===== config.mk =====
export PLATFORM = sky130hd
export DESIGN_NAME = fp_mul_pipe
export DESIGN_NICKNAME = d
export VERILOG_FILES = /design/src/rtl/fp_mul_pipe.sv
export SDC_FILE = /design/constraint.sdc
export NUM_CORES = 1
export LEC_CHECK = 0
export BUFFER_PORTS_ARGS = -buffer_cell sky130_fd_sc_hd__buf_4
export CORE_ASPECT_RATIO = 0.6
export CORE_UTILIZATION = 50
export DETAILED_ROUTE_END_ITERATION = 6
export GPL_TIMING_DRIVEN = 1
export MAX_ROUTING_LAYER = met4
export PLACE_DENSITY = 0.68
export SYNTH_ARGS = -nofsm -noshare
export SYNTH_HDL_FRONTEND = slang
export SYNTH_SLANG_ARGS = --single-unit

===== constraint.sdc =====
create_clock -name i_clock -period 5.3 [get_ports i_clock]
set_input_delay 0.53 -clock i_clock [delete_from_list [all_inputs] [get_ports i_clock]]
set_output_delay 0.53 -clock i_clock [all_outputs]
set_load 0.1 [all_outputs]

===== src/rtl/fp_mul_pipe.sv =====
// ============================================================================
// Module   : fp_mul_pipe
// Brief    : 3-stage signed fixed-point multiplier with trunc/round and
//            wrap/saturate output quantisation, valid/ready flow control.
//            Optional macro FP_MUL_PIPE_SATCNT_EN adds a 16-bit saturation counter.
// Revision : 1.0 - initial release
// ============================================================================
`default_nettype none

module fp_mul_pipe #(
    parameter int NB_IN_A  = 8,
    parameter int NBF_IN_A = 6,
    parameter int NB_IN_B  = 12,
    parameter int NBF_IN_B = 11,
    parameter int NB_OUT   = 12,
    parameter int NBF_OUT  = 11
) (
    input  logic                      i_clock,
    input  logic                      i_reset,
    input  logic                      i_valid,
    output logic                      o_ready,
    input  logic signed [NB_IN_A-1:0] i_A,
    input  logic signed [NB_IN_B-1:0] i_B,
    input  logic [1:0]                i_mode,
    output logic                      o_valid,
    input  logic                      i_ready,
    output logic signed [NB_OUT-1:0]  o_data,
    output logic                      o_ovf,
    output logic                      o_ovf_sticky,
    input  logic                      i_clr_ovf
`ifdef FP_MUL_PIPE_SATCNT_EN
    ,
    output logic [15:0]               o_sat_count
`endif
);

    localparam int c_NB_PROD  = NB_IN_A + NB_IN_B;
    localparam int c_NBF_PROD = NBF_IN_A + NBF_IN_B;
    localparam int c_SHIFT    = c_NBF_PROD - NBF_OUT;

    logic w_en;

    // Stage 1: operands and mode
    logic                      r_s1_valid;
    logic signed [NB_IN_A-1:0] r_a;
    logic signed [NB_IN_B-1:0] r_b;
    logic [1:0]                r_s1_mode;

    // Stage 2: full-resolution product
    logic                        r_s2_valid;
    logic signed [c_NB_PROD-1:0] r_prod;
    logic [1:0]                  r_s2_mode;

    logic signed [c_NB_PROD-1:0] w_a_ext;
    logic signed [c_NB_PROD-1:0] w_b_ext;
    logic signed [c_NB_PROD-1:0] w_prod;

    logic signed [c_NB_PROD:0]   w_ext;
    logic signed [c_NB_PROD:0]   w_half;
    logic signed [c_NB_PROD:0]   w_rnd;
    logic signed [c_NB_PROD:0]   w_q;
    logic                        w_ovf;
    logic                        w_sat_mode;
    logic [NB_OUT-1:0]           w_data;
    logic                        w_emit_ovf;

`ifdef FP_MUL_PIPE_SATCNT_EN
    logic        r_out_sat;
    logic [15:0] r_sat_count;
`endif

    assign w_en    = i_ready | ~o_valid;
    assign o_ready = w_en;

    // Full-width sign extension keeps the product exact in c_NB_PROD bits
    assign w_a_ext = {{NB_IN_B{r_a[NB_IN_A-1]}}, r_a};
    assign w_b_ext = {{NB_IN_A{r_b[NB_IN_B-1]}}, r_b};
    assign w_prod  = w_a_ext * w_b_ext;

    // One guard bit above the product so adding the half LSB cannot wrap
    assign w_ext = {r_prod[c_NB_PROD-1], r_prod};

    generate
        if (c_SHIFT > 0) begin : g_round
            localparam logic [c_NB_PROD:0] c_HALF =
                {{c_NB_PROD{1'b0}}, 1'b1} << (c_SHIFT - 1);
            assign w_half = r_s2_mode[1] ? $signed(c_HALF) : '0;
        end else begin : g_no_round
            assign w_half = '0;
        end
    endgenerate

    assign w_rnd = w_ext + w_half;
    assign w_q   = w_rnd >>> c_SHIFT;

    // In range only if every bit from the output sign upward agrees
    assign w_ovf      = ~((&w_q[c_NB_PROD:NB_OUT-1]) | ~(|w_q[c_NB_PROD:NB_OUT-1]));
    assign w_sat_mode = r_s2_mode[0] ^ r_s2_mode[1];

    always_comb begin
        w_data = w_q[NB_OUT-1:0];
        if (w_ovf && w_sat_mode) begin
            w_data = {w_q[c_NB_PROD], {(NB_OUT-1){~w_q[c_NB_PROD]}}};
        end
    end

    always_ff @(posedge i_clock) begin
        if (i_reset) begin
            r_s1_valid <= 1'b0;
            r_a        <= '0;
            r_b        <= '0;
            r_s1_mode  <= '0;
            r_s2_valid <= 1'b0;
            r_prod     <= '0;
            r_s2_mode  <= '0;
            o_valid    <= 1'b0;
            o_data     <= '0;
            o_ovf      <= 1'b0;
        end else if (w_en) begin
            r_s1_valid <= i_valid;
            r_a        <= i_A;
            r_b        <= i_B;
            r_s1_mode  <= i_mode;
            r_s2_valid <= r_s1_valid;
            r_prod     <= w_prod;
            r_s2_mode  <= r_s1_mode;
            o_valid    <= r_s2_valid;
            o_data     <= w_data;
            o_ovf      <= w_ovf;
        end
    end

    assign w_emit_ovf = o_valid & i_ready & o_ovf;

    always_ff @(posedge i_clock) begin
        if (i_reset) begin
            o_ovf_sticky <= 1'b0;
        end else if (w_emit_ovf) begin
            o_ovf_sticky <= 1'b1;
        end else if (i_clr_ovf) begin
            o_ovf_sticky <= 1'b0;
        end
    end

`ifdef FP_MUL_PIPE_SATCNT_EN
    always_ff @(posedge i_clock) begin
        if (i_reset) begin
            r_out_sat   <= 1'b0;
            r_sat_count <= '0;
        end else begin
            if (w_en) begin
                r_out_sat <= w_sat_mode;
            end
            if (w_emit_ovf && r_out_sat) begin
                if (i_clr_ovf) begin
                    r_sat_count <= 16'd1;
                end else if (r_sat_count != 16'hFFFF) begin
                    r_sat_count <= r_sat_count + 16'd1;
                end
            end else if (i_clr_ovf) begin
                r_sat_count <= '0;
            end
        end
    end

    assign o_sat_count = r_sat_count;
`endif

endmodule

`default_nettype wire

Word level (Yosys, flattened, before mapping):

Cells that the tools add are included.

* add/subtract/negate cells: 1
* multiply operators: 1
* mux-type cells: 4
* bitwise gates (word level): 9
* reductions and logical operators: 4

Operator list (number)
* adder 20 x 7 -> 21 bit: 1
* multiplier 8 x 12 -> 20 bit: 1
* 2-to-1 mux 12 bit: 1
* 2-to-1 mux 6 bit: 1
* NOT 1 bit: 4
* AND reduction 4 bit: 1
* OR reduction 4 bit: 1
* AND 1 bit: 2
* 2-to-1 mux 1 bit: 2
* OR 1 bit: 2
* nonzero test 2 bit: 1
* logical AND 1 bit: 1
* bitwise XOR 1 bit: 1

* register bits: 61
* word-level logic and storage cells: 30

Longest topological paths before layout:

* word-level depth: 8
* gate-level depth with buffers: 17
* gate-level depth less buffers: 17

Worst setup path after synthesis:

No wires, ideal clock.

* kind: reg-to-reg
* start point: register r_a[7]
* end point: register r_prod[15]
* setup time: 0.117 ns
* data arrival time: 4.479 ns
* data required time: 5.183 ns
* path slack: 0.703 ns
* cell stages (with the launch flop): 16
* period minus slack after synthesis: 4.597 ns
* cells stage by stage: dfxtp_1 > clkinv_1 > nor2_1 > fa_1 > fa_1 > fa_1 > inv_1 > fa_1 > inv_1 > ha_1 > and3_1 > a31oi_1 > o21ai_1 > o21a_1 > or3_1 > a32o_1

* longest elaborated chain between the ends: 1

RTL lines
* start: declaration: RTL line 45 `logic signed [NB_IN_A-1:0] r_a;`
* start signal: assignment: RTL line 121 `r_a <= i_A;`
* multiplier 8 x 12 -> 20 bit: RTL line 78 `assign w_prod = w_a_ext * w_b_ext;`
* end signal: assignment: RTL line 125 `r_prod <= w_prod;`
* end: declaration: RTL line 51 `logic signed [c_NB_PROD-1:0] r_prod;`

No other way between the ends.
A chain may end at the register's enable or synchronous reset.

Final worst setup path:

* start point: register r_a[4]
* end point: register r_prod[19]

Same word-level chain as after synthesis.

==> results.toml <==
[routing]
drtPass1Iterations = 5
drtIter0Drc = 385
wl_per_cell_um = 16.2
vias = 4832
vias_per_cell = 5.48
routed_wl_mm = 14.3
antenna_left = 0
drc = 0

[yosys]
synth.avg_cell_area_um2 = 8.44
ys_seq_area_share_pct = 19.1
yosysTopAreaCell = "fa_1"
syn_inst = 694
synth-seq-cells = 56
ys.flop_type = "dfxtp_1"
synthArstFlopShare_pct = 0
synthesis.nets = 835
synth_area_leaders = "fa_1 (27%), dfxtp_1 (19%), ha_1 (7.7%)"
synth_top_area_share_pct = 26.7
yosys_warnings = 0
synth-edff-count = 0
synth_area_um2 = 5860
ys_types = 57

[critical_path]
cp_slowest_cell = "dfxtp_1"
cp_max_fo = 13
crit_top_cell = "fa_1"
end_kind = "register"
crit_buf_inv = 3
cp_data_required_time_ns = 5.50
slowest_delay_ns = 0.64
r2r-end = "r_prod[19]$_SDFFE_PP0P_"
worst-r2r-cell-count = 15
r2r_start = "r_a[4]$_SDFFE_PP0P_"
crit_path_start_kind = "register"
r2r_slack_ns = 0.34
critPathArrivalTime_ns = 5.16
critPathTopFamily = "adder cells"
cp_cell_sequence = "nand2_1, fa_1, inv_1, fa_1, fa_1, inv_1, fa_1, inv_1, ha_1, and3_1, a31oi_1, o21ai_1, o41ai_1, nand2_1, o211a_1"
worstSetupPathType = "reg2reg"

[power]
irDropWorstVdd_v = 0.000135
internal_power_mw = 0.930
cellPowerDensity_nw_per_um2 = 257
p_seq_share_pct = 34.5
leakage_nw = 3.02
p_switching_mw = 0.729
p_clk_share_pct = 21.7
design_power_total_mw = 1.66
swShare_pct = 43.9
combinationalPowerShare_pct = 43.7

[timing]
fin_tns_setup_ns = 0
tightest_slew_ns = 1.03
setup_viol = 0
holdWs_ns = 0.453
hold_violations = 0
rsz0062_at_grt = "false"
period_needed_ns = 4.96
slew_violations = 0
clock.fmax_ghz = 0.202
slew_headroom_pct = 30.9
min_period_over_period_pct = 93.6
skew_ns = 0.00489

[status]
outcome = "complete, no violations"

[clock_tree]
numClockSinks = 56
cts_hold_buffers = 0
cts_made_buffers = 5
clk_path_buf_depth = 2
tritoncts = "built"
clk-insertion-delay-late_ns = 0.30
root_buffer = "clkbuf_16"
cts_repair_resize_count = 0
h-tree-depth = 2
clk_transition_reported_paths_ns = 0.08
cts_setup_buffers = 0

[cells_and_area]
syn2layout_area_growth_pct = 10.4
drive_above_1_share_pct = 9.42
diodes = 0
utilization_pct = 57.0
final_nets = 862

[floorplanning]
die_x_um = 142
ios = 43
initial_core_util_pct = 51.7
num_rows = 30
core_area_um2 = 11300
die_h_um = 85.8
die-area_um2 = 12200

[global_route]
grt_usage_pct = 27.5
grt_max_degree = 49
grt_pass1_wl_mm = 24.9
grt_overflow_total = 0
grt_pass1_vias = 4859
antenna_found_initial = 0

[worst_hold_path]
worstHoldEndpoint = "r_s2_valid$_SDFFE_PP0P_"
hold_start = "r_s2_valid$_SDFFE_PP0P_"
hold_class = "reg2reg"
whs_path_depth = 2

[placement]
dp_hpwl_mm = 11.2
buffer_ports.inserted = 42
routabilityCongestion = 0.851

[run]
maxCapViolations = 0
[cell type report]
type                       instances  area, um^2
tap                              160         200
fill                            1041        4870
inverter                         117         439
clock buffer                       5         125
timing repair buffer              46         345
clock inverter                     3        27.5
multi-input combinational        495        4210
sequential                        56        1120
[cell usage in the layout (no fill, tap or decap), types with 3 or more instances in the layout]
cell,Yosys,final
a21o_1,6,6
a21oi_1,46,46
a221o_1,9,9
a31oi_1,3,3
and2_1,53,53
and3_1,6,6
and4_1,3,3
buf_4,0,46
clkbuf_16,0,5
dfxtp_1,56,56
fa_1,78,78
ha_1,36,36
inv_1,114,114
nand2_1,106,106
nand2b_1,6,6
nand3_1,16,16
nor2_1,23,23
nor3_1,7,7
o211ai_1,3,3
o21a_1,5,5
o21ai_0,14,14
o31a_1,3,3
o41ai_1,4,4
or2_2,5,5
or3_1,3,3
xnor2_1,16,16
xor2_1,8,8
[synthesized netlist by cell type (2+ instances only)]
| cell type | number |
|---|---|
| o311ai_0 | 2 |
| a21o_1 | 6 |
| buf_1 | 2 |
| nor3_1 | 7 |
| and2_1 | 53 |
| o31ai_1 | 2 |
| nor4_1 | 2 |
| clkinv_1 | 2 |
| or3_1 | 3 |
| dfxtp_1 | 56 |
| nor2b_1 | 3 |
| o21ai_1 | 2 |
| ha_1 | 36 |
| and3_1 | 6 |
| o21ai_0 | 14 |
| inv_1 | 114 |
| clkbuf_1 | 24 |
| nand2_1 | 106 |
| o211ai_1 | 3 |
| xor2_1 | 8 |
| or2_2 | 5 |
| fa_1 | 78 |
| a32oi_1 | 2 |
| nand3_1 | 16 |
| a21oi_1 | 46 |
| o41ai_1 | 4 |
| a211oi_1 | 2 |
| and4_1 | 3 |
| o31a_1 | 3 |
| a221o_1 | 9 |
| o21a_1 | 5 |
| xnor2_1 | 16 |
| a31oi_1 | 3 |
| nand2b_1 | 6 |
| nor2_1 | 23 |
[how the worst max path moves through the flow]
stage	from	to	slack [ns]	cells past startpoint
after floorplan	r_a[7]$_SDFFE_PP0P_	r_prod[15]$_SDFFE_PP0P_	0.70	15
after global placement	r_a[2]$_SDFFE_PP0P_	r_prod[18]$_SDFFE_PP0P_	0.49	14
after detailed placement	r_a[2]$_SDFFE_PP0P_	r_prod[18]$_SDFFE_PP0P_	0.41	14
after CTS	r_a[2]$_SDFFE_PP0P_	r_prod[18]$_SDFFE_PP0P_	0.39	14
after global routing	r_a[2]$_SDFFE_PP0P_	r_prod[18]$_SDFFE_PP0P_	0.07	14
final	r_a[4]$_SDFFE_PP0P_	r_prod[19]$_SDFFE_PP0P_	0.34	15
[layer usage]
metal  track usage (%)  vias up  wire, um
met5                 -        -         0
li1                  -     2284         -
met2              39.8      163      6130
met1              39.0     2368      6810
met3              5.53       17      1080
met4              7.53        0       262
[sequential cells by signal (all words and copies together), names as in the netlist, 2 cells and up]
register and cells:
r_s2_mode 2, o_data 12, r_a 8, r_s1_mode 2, r_b 12, r_prod 15
[through the flow]
stage	worst slack (ns)	instance area (um^2)	cells
after CTS	0.389	6470	882
after detailed placement	0.408	6310	874
after global placement	0.487	6310	874
after global routing	0.0653	6470	882
final	0.341	6470	882
after floorplan	0.703	5860	694
[cell families (layout without fill, tap and decap cells)]
| group | count (synthesis) | after routing | share of synthesized area, % |
|---|---|---|---|
| AOI/OAI and AO/OA | 115 | 115 | 12.9 |
| xor gates and xnor gates | 24 | 24 | 3.59 |
| adders and majority gates | 114 | 114 | 34.3 |
| buffers and inverters | 143 | 171 | 9.16 |
| DFF | 56 | 56 | 19.1 |
| and+or+nand+nor | 242 | 242 | 20.8 |
[worst min-delay path, delay by kind of cell (launching register included)]
family           cells  cell delay (ns)
flip-flops           1             0.31
AO/OA/AOI/OAI        1             0.05
AND/OR/NAND/NOR      1             0.05
[power by group through the flow]
stage	registers [mW]	logic, mW	clock network (mW)
after global routing	0.582	0.815	0.387
after CTS	0.570	0.728	0.368
after global placement	0.574	0.706	0
final	0.573	0.726	0.360
after detailed placement	0.579	0.725	0
after floorplan	0.689	0.436	0
Note: power is estimated with default switching activity, not from simulation.
